--- config.mk ---
export PLATFORM = sky130hd
export DESIGN_NAME = reg_cmd_ctrl
export DESIGN_NICKNAME = d
export VERILOG_FILES = /design/src/rtl/reg_cmd_pkg.sv /design/src/rtl/reg_cmd_watchdog.sv /design/src/rtl/reg_cmd_ctrl.sv
export SDC_FILE = /design/constraint.sdc
export NUM_CORES = 1
export LEC_CHECK = 0
export BUFFER_PORTS_ARGS = -buffer_cell sky130_fd_sc_hd__buf_2
export CAP_MARGIN = 5
export CORE_UTILIZATION = 51
export DETAILED_ROUTE_END_ITERATION = 10
export GPL_TIMING_DRIVEN = 0
export PLACE_DENSITY_LB_ADDON = 0.08
export SYNTH_ARGS = -nofsm -noshare
export SYNTH_HDL_FRONTEND = slang
export SYNTH_SLANG_ARGS = --single-unit
export TNS_END_PERCENT = 20
--- constraint.sdc ---
create_clock -name CLK -period 2.7 [get_ports CLK]
set_input_delay 0.135 -clock CLK [delete_from_list [all_inputs] [get_ports CLK]]
set_output_delay 0.135 -clock CLK [all_outputs]
set_load 0.02 [all_outputs]
--- src/rtl/reg_cmd_pkg.sv ---
// Shared definitions for the register-file command controller.
// Provides the FSM state encoding, default opcodes and default widths.
// Build option: REG_CMD_RD_TIMEOUT_EN (read-wait watchdog) is consumed in reg_cmd_ctrl.
package reg_cmd_pkg;

    localparam int         DEF_WIDTH         = 8;
    localparam int         DEF_ADDRESS_WIDTH = 4;
    localparam logic [7:0] DEF_WR_CMD        = 8'hAA;
    localparam logic [7:0] DEF_RD_CMD        = 8'hBB;

    typedef enum logic [2:0] {
        IDLE    = 3'd0,
        WR_ADDR = 3'd1,
        WR_DATA = 3'd2,
        WR_EXEC = 3'd3,
        RD_ADDR = 3'd4,
        RD_EXEC = 3'd5,
        RD_WAIT = 3'd6,
        TX_SEND = 3'd7
    } state_t;

endpackage

--- src/rtl/reg_cmd_watchdog.sv ---
// Cycle watchdog for the read-data wait: cleared by clear, counts while enable.
// Latency: expire is combinational from the count, high on the LIMIT-th enabled cycle.
// Backpressure: none; stops counting once expired until cleared.
// Ports: clk, rst (async, active-high), clear, enable, expire.
module reg_cmd_watchdog #(
    parameter int LIMIT = 15
) (
    input  logic clk,
    input  logic rst,
    input  logic clear,
    input  logic enable,
    output logic expire
);

    localparam int CW = $clog2(LIMIT + 1);

    logic [CW-1:0] count;

    always_ff @(posedge clk or posedge rst) begin
        if (rst) begin
            count <= '0;
        end else if (clear) begin
            count <= '0;
        end else if (enable && !expire) begin
            count <= count + CW'(1);
        end
    end

    // count holds the number of enabled cycles already completed, so the
    // LIMIT-th enabled cycle sees LIMIT-1.
    assign expire = enable && (count == CW'(LIMIT - 1));

endmodule

--- src/rtl/reg_cmd_ctrl.sv ---
// Byte-stream command decoder driving an 8x16 register file; read data is sent to the UART TX path.
// Latency: WrEn/RdEn one cycle after the last frame byte is sampled; TX_D_VLD two cycles after RdData_Valid.
// Backpressure: TX_Busy holds TX_D_VLD indefinitely; bytes arriving mid-access are dropped with Cmd_Err.
// Ports: CLK, RST (async active-high); RX_P_DATA/RX_D_VLD in; WrEn/RdEn/Address/WrData to the register
// file; RdData/RdData_Valid from it; TX_P_DATA/TX_D_VLD/TX_Busy to the transmitter; Cmd_Err pulse.
// Build option: define REG_CMD_RD_TIMEOUT_EN to abort a read after RD_TIMEOUT cycles without data.
module reg_cmd_ctrl
    import reg_cmd_pkg::*;
#(
    parameter int               WIDTH         = DEF_WIDTH,
    parameter int               ADDRESS_WIDTH = DEF_ADDRESS_WIDTH,
    parameter logic [WIDTH-1:0] WR_CMD        = WIDTH'(DEF_WR_CMD),
    parameter logic [WIDTH-1:0] RD_CMD        = WIDTH'(DEF_RD_CMD),
    parameter int               RD_TIMEOUT    = 15
) (
    input  logic                     CLK,
    input  logic                     RST,
    input  logic [WIDTH-1:0]         RX_P_DATA,
    input  logic                     RX_D_VLD,
    output logic                     WrEn,
    output logic                     RdEn,
    output logic [ADDRESS_WIDTH-1:0] Address,
    output logic [WIDTH-1:0]         WrData,
    input  logic [WIDTH-1:0]         RdData,
    input  logic                     RdData_Valid,
    output logic [WIDTH-1:0]         TX_P_DATA,
    output logic                     TX_D_VLD,
    input  logic                     TX_Busy,
    output logic                     Cmd_Err
);

    state_t                   state, state_nxt;
    logic [ADDRESS_WIDTH-1:0] addr_nxt;
    logic [WIDTH-1:0]         wdata_nxt;
    logic [WIDTH-1:0]         txd_nxt;
    logic                     wr_en_nxt;
    logic                     rd_en_nxt;
    logic                     tx_vld_nxt;
    logic                     err_nxt;
    logic                     rd_expire;

`ifdef REG_CMD_RD_TIMEOUT_EN
    // Cleared during the RdEn cycle so the count starts at zero on entry to RD_WAIT.
    reg_cmd_watchdog #(
        .LIMIT (RD_TIMEOUT)
    ) u_watchdog (
        .clk    (CLK),
        .rst    (RST),
        .clear  (state == RD_EXEC),
        .enable (state == RD_WAIT),
        .expire (rd_expire)
    );
`else
    // No watchdog in this build: the term is constant-false and RD_WAIT waits forever.
    assign rd_expire = (RD_TIMEOUT < 0);
`endif

    always_ff @(posedge CLK or posedge RST) begin
        if (RST) begin
            state <= IDLE;
        end else begin
            state <= state_nxt;
        end
    end

    always_comb begin
        state_nxt  = state;
        addr_nxt   = Address;
        wdata_nxt  = WrData;
        txd_nxt    = TX_P_DATA;
        wr_en_nxt  = 1'b0;
        rd_en_nxt  = 1'b0;
        tx_vld_nxt = 1'b0;
        err_nxt    = 1'b0;

        case (state)
            IDLE: begin
                if (RX_D_VLD) begin
                    if (RX_P_DATA == WR_CMD) begin
                        state_nxt = WR_ADDR;
                    end else if (RX_P_DATA == RD_CMD) begin
                        state_nxt = RD_ADDR;
                    end else begin
                        err_nxt = 1'b1;
                    end
                end
            end
            WR_ADDR, RD_ADDR: begin
                if (RX_D_VLD) begin
                    if (RX_P_DATA[WIDTH-1:ADDRESS_WIDTH] != '0) begin
                        err_nxt   = 1'b1;
                        state_nxt = IDLE;
                    end else begin
                        addr_nxt = RX_P_DATA[ADDRESS_WIDTH-1:0];
                        if (state == WR_ADDR) begin
                            state_nxt = WR_DATA;
                        end else begin
                            state_nxt = RD_EXEC;
                            rd_en_nxt = 1'b1;
                        end
                    end
                end
            end
            WR_DATA: begin
                if (RX_D_VLD) begin
                    wdata_nxt = RX_P_DATA;
                    state_nxt = WR_EXEC;
                    wr_en_nxt = 1'b1;
                end
            end
            WR_EXEC: begin
                err_nxt   = RX_D_VLD;
                state_nxt = IDLE;
            end
            RD_EXEC: begin
                err_nxt   = RX_D_VLD;
                state_nxt = RD_WAIT;
            end
            RD_WAIT: begin
                err_nxt = RX_D_VLD;
                // Data arriving on the expiry cycle takes priority over the abort.
                if (RdData_Valid) begin
                    txd_nxt   = RdData;
                    state_nxt = TX_SEND;
                end else if (rd_expire) begin
                    err_nxt   = 1'b1;
                    state_nxt = IDLE;
                end
            end
            TX_SEND: begin
                err_nxt = RX_D_VLD;
                if (!TX_Busy) begin
                    tx_vld_nxt = 1'b1;
                    state_nxt  = IDLE;
                end
            end
            default: begin
                state_nxt = IDLE;
            end
        endcase
    end

    // Every output is a flop loaded from the next-state logic above.
    always_ff @(posedge CLK or posedge RST) begin
        if (RST) begin
            WrEn      <= 1'b0;
            RdEn      <= 1'b0;
            Address   <= '0;
            WrData    <= '0;
            TX_P_DATA <= '0;
            TX_D_VLD  <= 1'b0;
            Cmd_Err   <= 1'b0;
        end else begin
            WrEn      <= wr_en_nxt;
            RdEn      <= rd_en_nxt;
            Address   <= addr_nxt;
            WrData    <= wdata_nxt;
            TX_P_DATA <= txd_nxt;
            TX_D_VLD  <= tx_vld_nxt;
            Cmd_Err   <= err_nxt;
        end
    end

endmodule
### Yosys cells after proc, flatten, opt, wreduce, memory -nomap -nowiden

Index checks and enable logic that the tools add are counted.

| operators by class | value |
|---|---|
| mux-type cells | 24 |
| bitwise logic cells | 1 |
| $add $sub $neg | 0 |
| order comparisons | 0 |
| reductions and logical operators | 8 |
| div/mod/pow operators | 0 |
| multipliers | 0 |
| shift-type cells | 0 |
| equality and inequality tests | 15 |

Operators with widths:

| kind | number |
|---|---|
| $mux W3 | 9 |
| $pmux W3 S7 | 1 |
| $eq A8 B8 Y1 const B | 2 |
| $mux W1 | 13 |
| $eq A3 B3 Y1 const B | 4 |
| $ne A2 B2 Y1 const B | 5 |
| $eq A3 B2 Y1 const B | 2 |
| $reduce_and A6 Y1 | 1 |
| $reduce_and A2 Y1 | 2 |
| $reduce_bool A4 Y1 | 1 |
| $reduce_or A4 Y1 | 1 |
| $eq A3 B1 Y1 const B | 1 |
| $logic_not A3 Y1 | 1 |
| $ne A3 B3 Y1 const B | 1 |
| $pmux W1 S3 | 1 |
| $reduce_and A3 Y1 | 1 |
| $reduce_or A2 Y1 | 1 |
| $not A1 Y1 | 1 |

| word-level totals | value |
|---|---|
| memory bits (read-only) | 0 |
| input port bits | 21 |
| memories | 0 |
| output and inout bits | 24 |
| bits in writable memories | 0 |
| register bits | 27 |
| bits in latches | 0 |
| word-level logic and storage cells | 56 |

### Depth between registers and ports, before layout

Gate-level depths: netlist of run 1.

| depth | value |
|---|---|
| depth after elaboration | 5 |
| mapped depth | 5 |
| mapped depth without buffers | 4 |

### Worst setup path after synthesis of run 1

No wires, ideal clock.

| timing | value |
|---|---|
| kind | flip-flop to flip-flop |
| from | register state[2] |
| to | register Address[0] |
| required time | 2575 ps |
| slack | 1311 ps |
| cell stages (with the launch flop) | 5 |
| buffers on the path | 1 |
| period minus slack after synthesis | 1389 ps |
| library setup time | 125 ps |
| arrival time | 1264 ps |
| cell sequence | dfrtp_1 -> buf_2 -> xor2_1 -> nand3_4 -> mux2_4 |

| on the way | value |
|---|---|
| cells in the longest elaborated chain, start to end | 3 |
| elaborated cells between the ends (all ways) | 4 |
| those cells by class | eq/ne: 2; reduce/logical: 2 |

RTL lines:

| item | line | RTL |
|---|---|---|
| start, declared | reg_cmd_ctrl.sv:32 | `state_t state, state_nxt;` |
| start signal, assigned | reg_cmd_ctrl.sv:62 | `state <= state_nxt;` |
| $eq A3 B1 Y1 / $eq A3 B3 Y1 (equally long branches) | reg_cmd_ctrl.sv:76 | `case (state)` |
| $reduce_or A2 Y1 (*) | reg_cmd_ctrl.sv:76 |  |
| $reduce_and A3 Y1 (no source line) (*) | n/a |  |
| end signal, assigned | reg_cmd_ctrl.sv:156 | `Address <= addr_nxt;` |
| end, declared | reg_cmd_ctrl.sv:22 | `output logic [ADDRESS_WIDTH-1:0] Address,` |

Mark *: on every way between the ends. The rest lies on a longest branch, timed or not.
A chain may end at the register's enable or synchronous reset.

### Final worst setup path of run 1

| timing | value |
|---|---|
| from | register state[2] |
| to | register Address[1] |

The elaborated chain is that of the path after synthesis.

==> results of run 1 <==
==> final timing paths <==
path                           endpoint  slack (ns)  depth (start not counted)
max                          Address[1]        1.19                          4
min                        TX_P_DATA[6]        0.01                          2
max reg2reg                  Address[1]        1.19                          4
min reg2reg                   WrData[0]        0.50                          1
max in group asynchronous      state[2]        2.11                          2
min in group CLK           TX_P_DATA[4]        0.05                          2
==> metrics by stage <==
stage	utilization	cell area, um2	setup WS [ns]	hold WS (ns)
floorplan	-	1210	1.31	0.188
detailed placement	0.655	1460	1.20	0.377
global placement	0.655	1460	1.23	0.369
CTS	0.667	1490	1.18	0.0452
global route	0.667	1490	1.07	0.0291
finish	0.667	1490	1.19	0.0131
==> cells in the final DEF (no fill, tap or decap), types with 2 or more instances in the layout <==
master,n
dfrtp_1,27
inv_1,2
nand2_1,6
buf_2,47
clkbuf_4,3
mux2_2,12
o21ai_0,4
nor2b_1,3
nor3_1,2
mux2_4,4
mux2_1,5
a21oi_1,3
==> logic make-up (layout without fill, tap and decap cells) <==
kind of cell / Yosys count / count (layout) / share of synthesized area
flip-flops: 27 / 27 / 0.559
AND/OR/NAND/NOR: 22 / 22 / 0.136
multiplexers: 21 / 21 / 0.208
AO/OA/AOI/OAI: 11 / 11 / 0.0559
buffers and inverters: 5 / 53 / 0.0186
XOR/XNOR: 2 / 2 / 0.0145
adder cells (fa/ha/maj): 1 / 1 / 0.00828
==> state kept, by name, summed over array words and instances, names as in the netlist <==
signal / count
WrData: 8
state: 3
Address: 4
RdEn: 1
WrEn: 1
TX_D_VLD: 1
TX_P_DATA: 8
Cmd_Err: 1
==> worst max-delay path, delay by kind of cell (launching register included) <==
family,cells,cell delay [ns]
multiplexers,1,0.32
flip-flops,1,0.39
AND/OR/NAND/NOR,1,0.15
buffers and inverters,1,0.24
XOR/XNOR,1,0.30
==> layer usage <==
| metal | share of wire | GRT usage |
|---|---|---|
| met3 | 0.060 | 0.0273 |
| met4 | 0.0078 | 0.0926 |
| met5 | 0 | 0 |
| met2 | 0.48 | 0.311 |
| met1 | 0.45 | 0.243 |
==> layout make-up <==
cell class | instances | area, um2 | area share
clock buffers | 4 | 26.3 | 0.0176
repair buffers | 44 | 220 | 0.148
well taps | 28 | 35.0 | 0.0235
multi-input cells | 57 | 510 | 0.343
plain buffers | 3 | 15.0 | 0.0101
inverters | 2 | 7.51 | 0.00504
flip-flops and latches | 27 | 676 | 0.453
==> power breakdown <==
group          total [uW]  switching (uW)  internal (uW)  leakage [uW]
sequential            651            75.8            576      0.000340
clock                 163             106           57.6     0.0000150
combinational         766             440            326      0.000400
==> flow_summary_export.csv, run 1 <==
group,metric,value,unit
pwr,ir_drop,609,uV
logic_synthesis,yosys-top-cells-area,"dfrtp_1 56%, mux2_2 11%, mux2_4 5.0%",
global_routing,overflow,0,
timing,worst_pin_slew,0.949,ns
placement,dpl.hpwl,1.59,mm
critical_path,critPathRequiredTime,2.90,ns
detailed_routing,first_pass_iters,4,
clock_tree,cts_buffer_depth,2,
job,maxCapViolCount,0,
critical_path,worstSetupPathType,"reg2reg",
placement,port_buffers,44,
critical_path,crit-reg2reg-launch,"state[2]",
detailed_routing,drt-initial-drc-count,7,
detailed_routing,antenna_left,0,
timing,setup_viol,0,
floorplan,start_util,0.541,
global_routing,grt_max_degree,28,
timing,max_freq,664,MHz
critical_path,crit_path_start_kind,"flip-flop",
critical_path,cp_max_fo,10,
critical_path,path_cells,"buf_2 -> xor2_1 -> nand3_4 -> mux2_4",
clock_tree,cts_buffers,3,
logic_synthesis,syn_area,1210,um2
timing,finalHoldViolCount,0,
logic_synthesis,netlist_top_cells_count,"27 x dfrtp_1, 12 x mux2_2, 6 x nand2_1",
floorplan,die_w,50.7,um
clock_tree,cts_sinks,27,
floorplan,die_y,50.7,um
critical_path,slowest_delay,0.39,ns
clock_tree,cts_resized,0,
pwr,power.total,1580,uW
critical_path,crit_arrival,1.71,ns
floorplan,io_pins,45,
logic_synthesis,yosysWarnings,0,
logic_synthesis,synth_nets,110,
clock_tree,cts-htree-levels,1,
final_layout,area_delta_synth_final,23.3,%
global_routing,grt_pass1_vias,843,
final_layout,nets,159,
floorplan,num_rows,17,
logic_synthesis,synth-main-ff-cell,"dfrtp_1",
timing,fin_crit,1.51,ns
detailed_routing,vias,837,
logic_synthesis,syn_inst,89,
status,status,"complete, no violations",
global_routing,antenna_found_initial,0,
final_layout,diodes,0,
detailed_routing,avgRoutedWirePerCell,12.5,um
detailed_routing,wl,2.06,mm
timing,finalSetupTns,0,ns
critical_path,setup.worst_path.start,"state[2]",
floorplan,dieArea,2570,um2
logic_synthesis,synth-seq-cells,27,
logic_synthesis,synth_edf_count,0,
logic_synthesis,ys_types,29,
timing,fin_skew,0.00829,ns
logic_synthesis,synth_top_area_share,0.559,
timing,rsz0062_at_grt,"false",
placement,place_congestion,0.769,
timing,slew_headroom,0.367,
final_layout,nFillCells,187,
logic_synthesis,ys_seq_area_frac,0.559,
clock_tree,postCtsSetupBuffers,0,
logic_synthesis,yosysMostFrequentCell,"dfrtp_1",
clock_tree,clkLatencyLatePin,0.31,ns
logic_synthesis,async_flop_share,1.00,
timing,fin_crit_sh,0.558,
clock_tree,cts-root-buf,"clkbuf_4",
global_routing,grt_pass1_wl,3.57,mm
timing,maxSlewViolCount,0,
critical_path,cpMaxStageDelayCell,"dfrtp_1",
final_layout,drive_gt1_frac,0.518,
worst_hold_path,hp-class,"in2async",
critical_path,end_kind,"flip-flop",
pwr,power_density,1060,nW/um2
detailed_routing,drc,0,
pwr,leakagePower,0.000755,uW
placement,dp.cells,161,
detailed_routing,vias_per_cell,5.07,
floorplan,core,2230,um2
clock_tree,cts_hold_buffers,0,
clock_tree,cts_tree,"yes",
clock_tree,path_clk_slew,0.14,ns
logic_synthesis,avgSynthCellArea,13.6,um2
logic_synthesis,yosysTopAreaCell,"dfrtp_1",
global_routing,track_usage,0.189,
final_layout,final_cells,165,
Note: power is estimated with default switching activity, not from simulation.
==> run 2, diff against run 1 <==
- CORE_UTILIZATION: 51 -> 48
- clock period: 2.7 -> 1.49 ns (I/O delays scaled with it)
==> flow_summary_export.csv, run 2 (synthesis gave the netlist of run 1 again) <==
group,metric,value,unit
status,status,"complete, no violations",
detailed_routing,vias_per_cell,5.00,
detailed_routing,drc,0,
floorplan,die_w,52.2,um
placement,place_congestion,0.730,
final_layout,final_cell_mix,"45 x buf_2, 27 x dfrtp_1, 12 x mux2_2, 11 x dlygate4sd3_1, 6 x nand2_1",
timing,fin_crit,1.43,ns
floorplan,io_pins,45,
floorplan,dieArea,2720,um2
placement,dpl.hpwl,1.66,mm
pwr,leakagePower,0.000814,uW
detailed_routing,avgRoutedWirePerCell,13.4,um
placement,place_ws,-0.0284,ns
critical_path,r2r_cells,5,
critical_path,cp_max_fo,10,
timing,finalSetupTns,0,ns
critical_path,worstSetupPathType,"reg2reg",
placement,port_buffers,44,
detailed_routing,antenna_left,0,
timing,maxSlewViolCount,0,
critical_path,r2r_slack,0.06,ns
pwr,power_density,1820,nW/um2
floorplan,start_util,0.526,
final_layout,reg.largest.list,"TX_P_DATA (8), WrData (8), Address (4)",
global_routing,track_usage,0.196,
clock_tree,cts_tree,"yes",
clock_tree,cts_buffers,3,
detailed_routing,vias,885,
global_routing,overflow,0,
final_layout,nets,171,
final_layout,diodes,0,
global_routing,antenna_found_initial,0,
final_layout,seq_area,676,um2
global_routing,grt_pass1_vias,845,
worst_hold_path,worstHoldPathCells,2,
detailed_routing,drt-initial-drc-count,7,
clock_tree,clkLatencyLatePin,0.32,ns
final_layout,final_common_cell,"buf_2",
critical_path,crit_arrival,1.65,ns
pwr,ir_drop,1230,uV
detailed_routing,first_pass_iters,4,
clock_tree,cts_sinks,27,
critical_path,critPathRequiredTime,1.71,ns
global_routing,grt_pass1_wl,3.76,mm
floorplan,core,2300,um2
timing,finalHoldViolCount,0,
clock_tree,path_clk_slew,0.14,ns
detailed_routing,wl,2.36,mm
critical_path,crit-reg2reg-launch,"state[1]",
clock_tree,cts-root-buf,"clkbuf_4",
worst_hold_path,min_to,"Address[1]",
timing,setup_viol,0,
final_layout,drive_gt1_frac,0.503,
timing,worst_pin_slew,0.950,ns
final_layout,area_delta_synth_final,36.3,%
floorplan,num_rows,17,
worst_hold_path,hold_start,"RX_P_DATA[1]",
clock_tree,cts-htree-levels,1,
timing,max_freq,698,MHz
worst_hold_path,hp-class,"in2reg",
timing,slew_headroom,0.366,
timing,whs,0.0255,ns
critical_path,end_kind,"flip-flop",
timing,rsz0062_at_grt,"true",
critical_path,crit_path_start_kind,"flip-flop",
global_routing,grt_max_degree,28,
job,maxCapViolCount,0,
clock_tree,cts_buffer_depth,2,
final_layout,nFillCells,183,
timing,fin_skew,0.00730,ns
final_layout,multi_input_area,526,um2
timing,fin_crit_sh,0.961,
floorplan,die_y,52.2,um
critical_path,worstReg2RegEnd,"WrData[1]",
timing,layout_setup_ws,0.0577,ns
==> run 2: changes by cell type in the layout (fill, tap and decap cells not counted), sizes merged <==
cell	change
clkbuf	-1
clkinvlp	+1
buf	+1
dlygate4sd3	+11
==> run 2: metal layers <==
metal | global-route usage | share of wire
met4 | 0.0789 | 0.012
met2 | 0.318 | 0.49
met3 | 0.0290 | 0.051
met5 | 0 | 0
met1 | 0.265 | 0.45
==> run 2: stage by stage <==
| step | util | cells | power, uW | cell area, um2 |
|---|---|---|---|---|
| 4_1_cts | 0.706 | 176 | 2980 | 1620 |
| 5_1_grt | 0.717 | 177 | 3210 | 1650 |
| 6_report | 0.717 | 177 | 3000 | 1650 |
| 3_3_place_gp | 0.637 | 161 | 2560 | 1460 |
| 2_1_floorplan | - | 89 | 2170 | 1210 |
| 3_5_place_dp | 0.637 | 161 | 2610 | 1460 |
==> run 2: repair_timing <==
item	CTS	global route
gates cloned	0	0
hold endpoints to repair	36	1
setup endpoints to repair	12	22
gates resized for setup	1	6
buffers inserted	1	0
hold buffers	10	1
pin swaps	1	1
==> run 2: critical path, cell delays in order, from the launching register on <==
cell and delay, ns:
dfrtp_1 0.37, buf_4 0.16, nand2_1 0.10, nor3_4 0.22, buf_12 0.15, mux2_2 0.33
==> run 2: power by group <==
part	leakage (uW)	switching [uW]	internal, uW
Clock	0.0000139	209	102
Sequential	0.000340	153	1040
Combinational	0.000460	831	664
==> run 2: cell type report <==
type | instances | area share
clock buffers | 3 | 0.0137
plain buffers | 3 | 0.0144
multi-input cells | 57 | 0.319
repair buffers | 56 | 0.213
inverters | 2 | 0.00456
well taps | 28 | 0.0213
flip-flops and latches | 27 | 0.410
clock inverters | 1 | 0.00456
==> run 2: worst max path at each step <==
stage             start  slack (ns)           end  cells past startpoint
6_report       state[1]        0.06     WrData[1]                      5
3_3_place_gp   state[0]        0.02     WrData[3]                      3
5_1_grt        state[0]       -0.02  TX_P_DATA[4]                      3
3_5_place_dp   state[1]       -0.03     WrData[1]                      4
4_1_cts        state[2]      -0.003  TX_P_DATA[4]                      3
2_1_floorplan  state[2]        0.10    Address[0]                      4
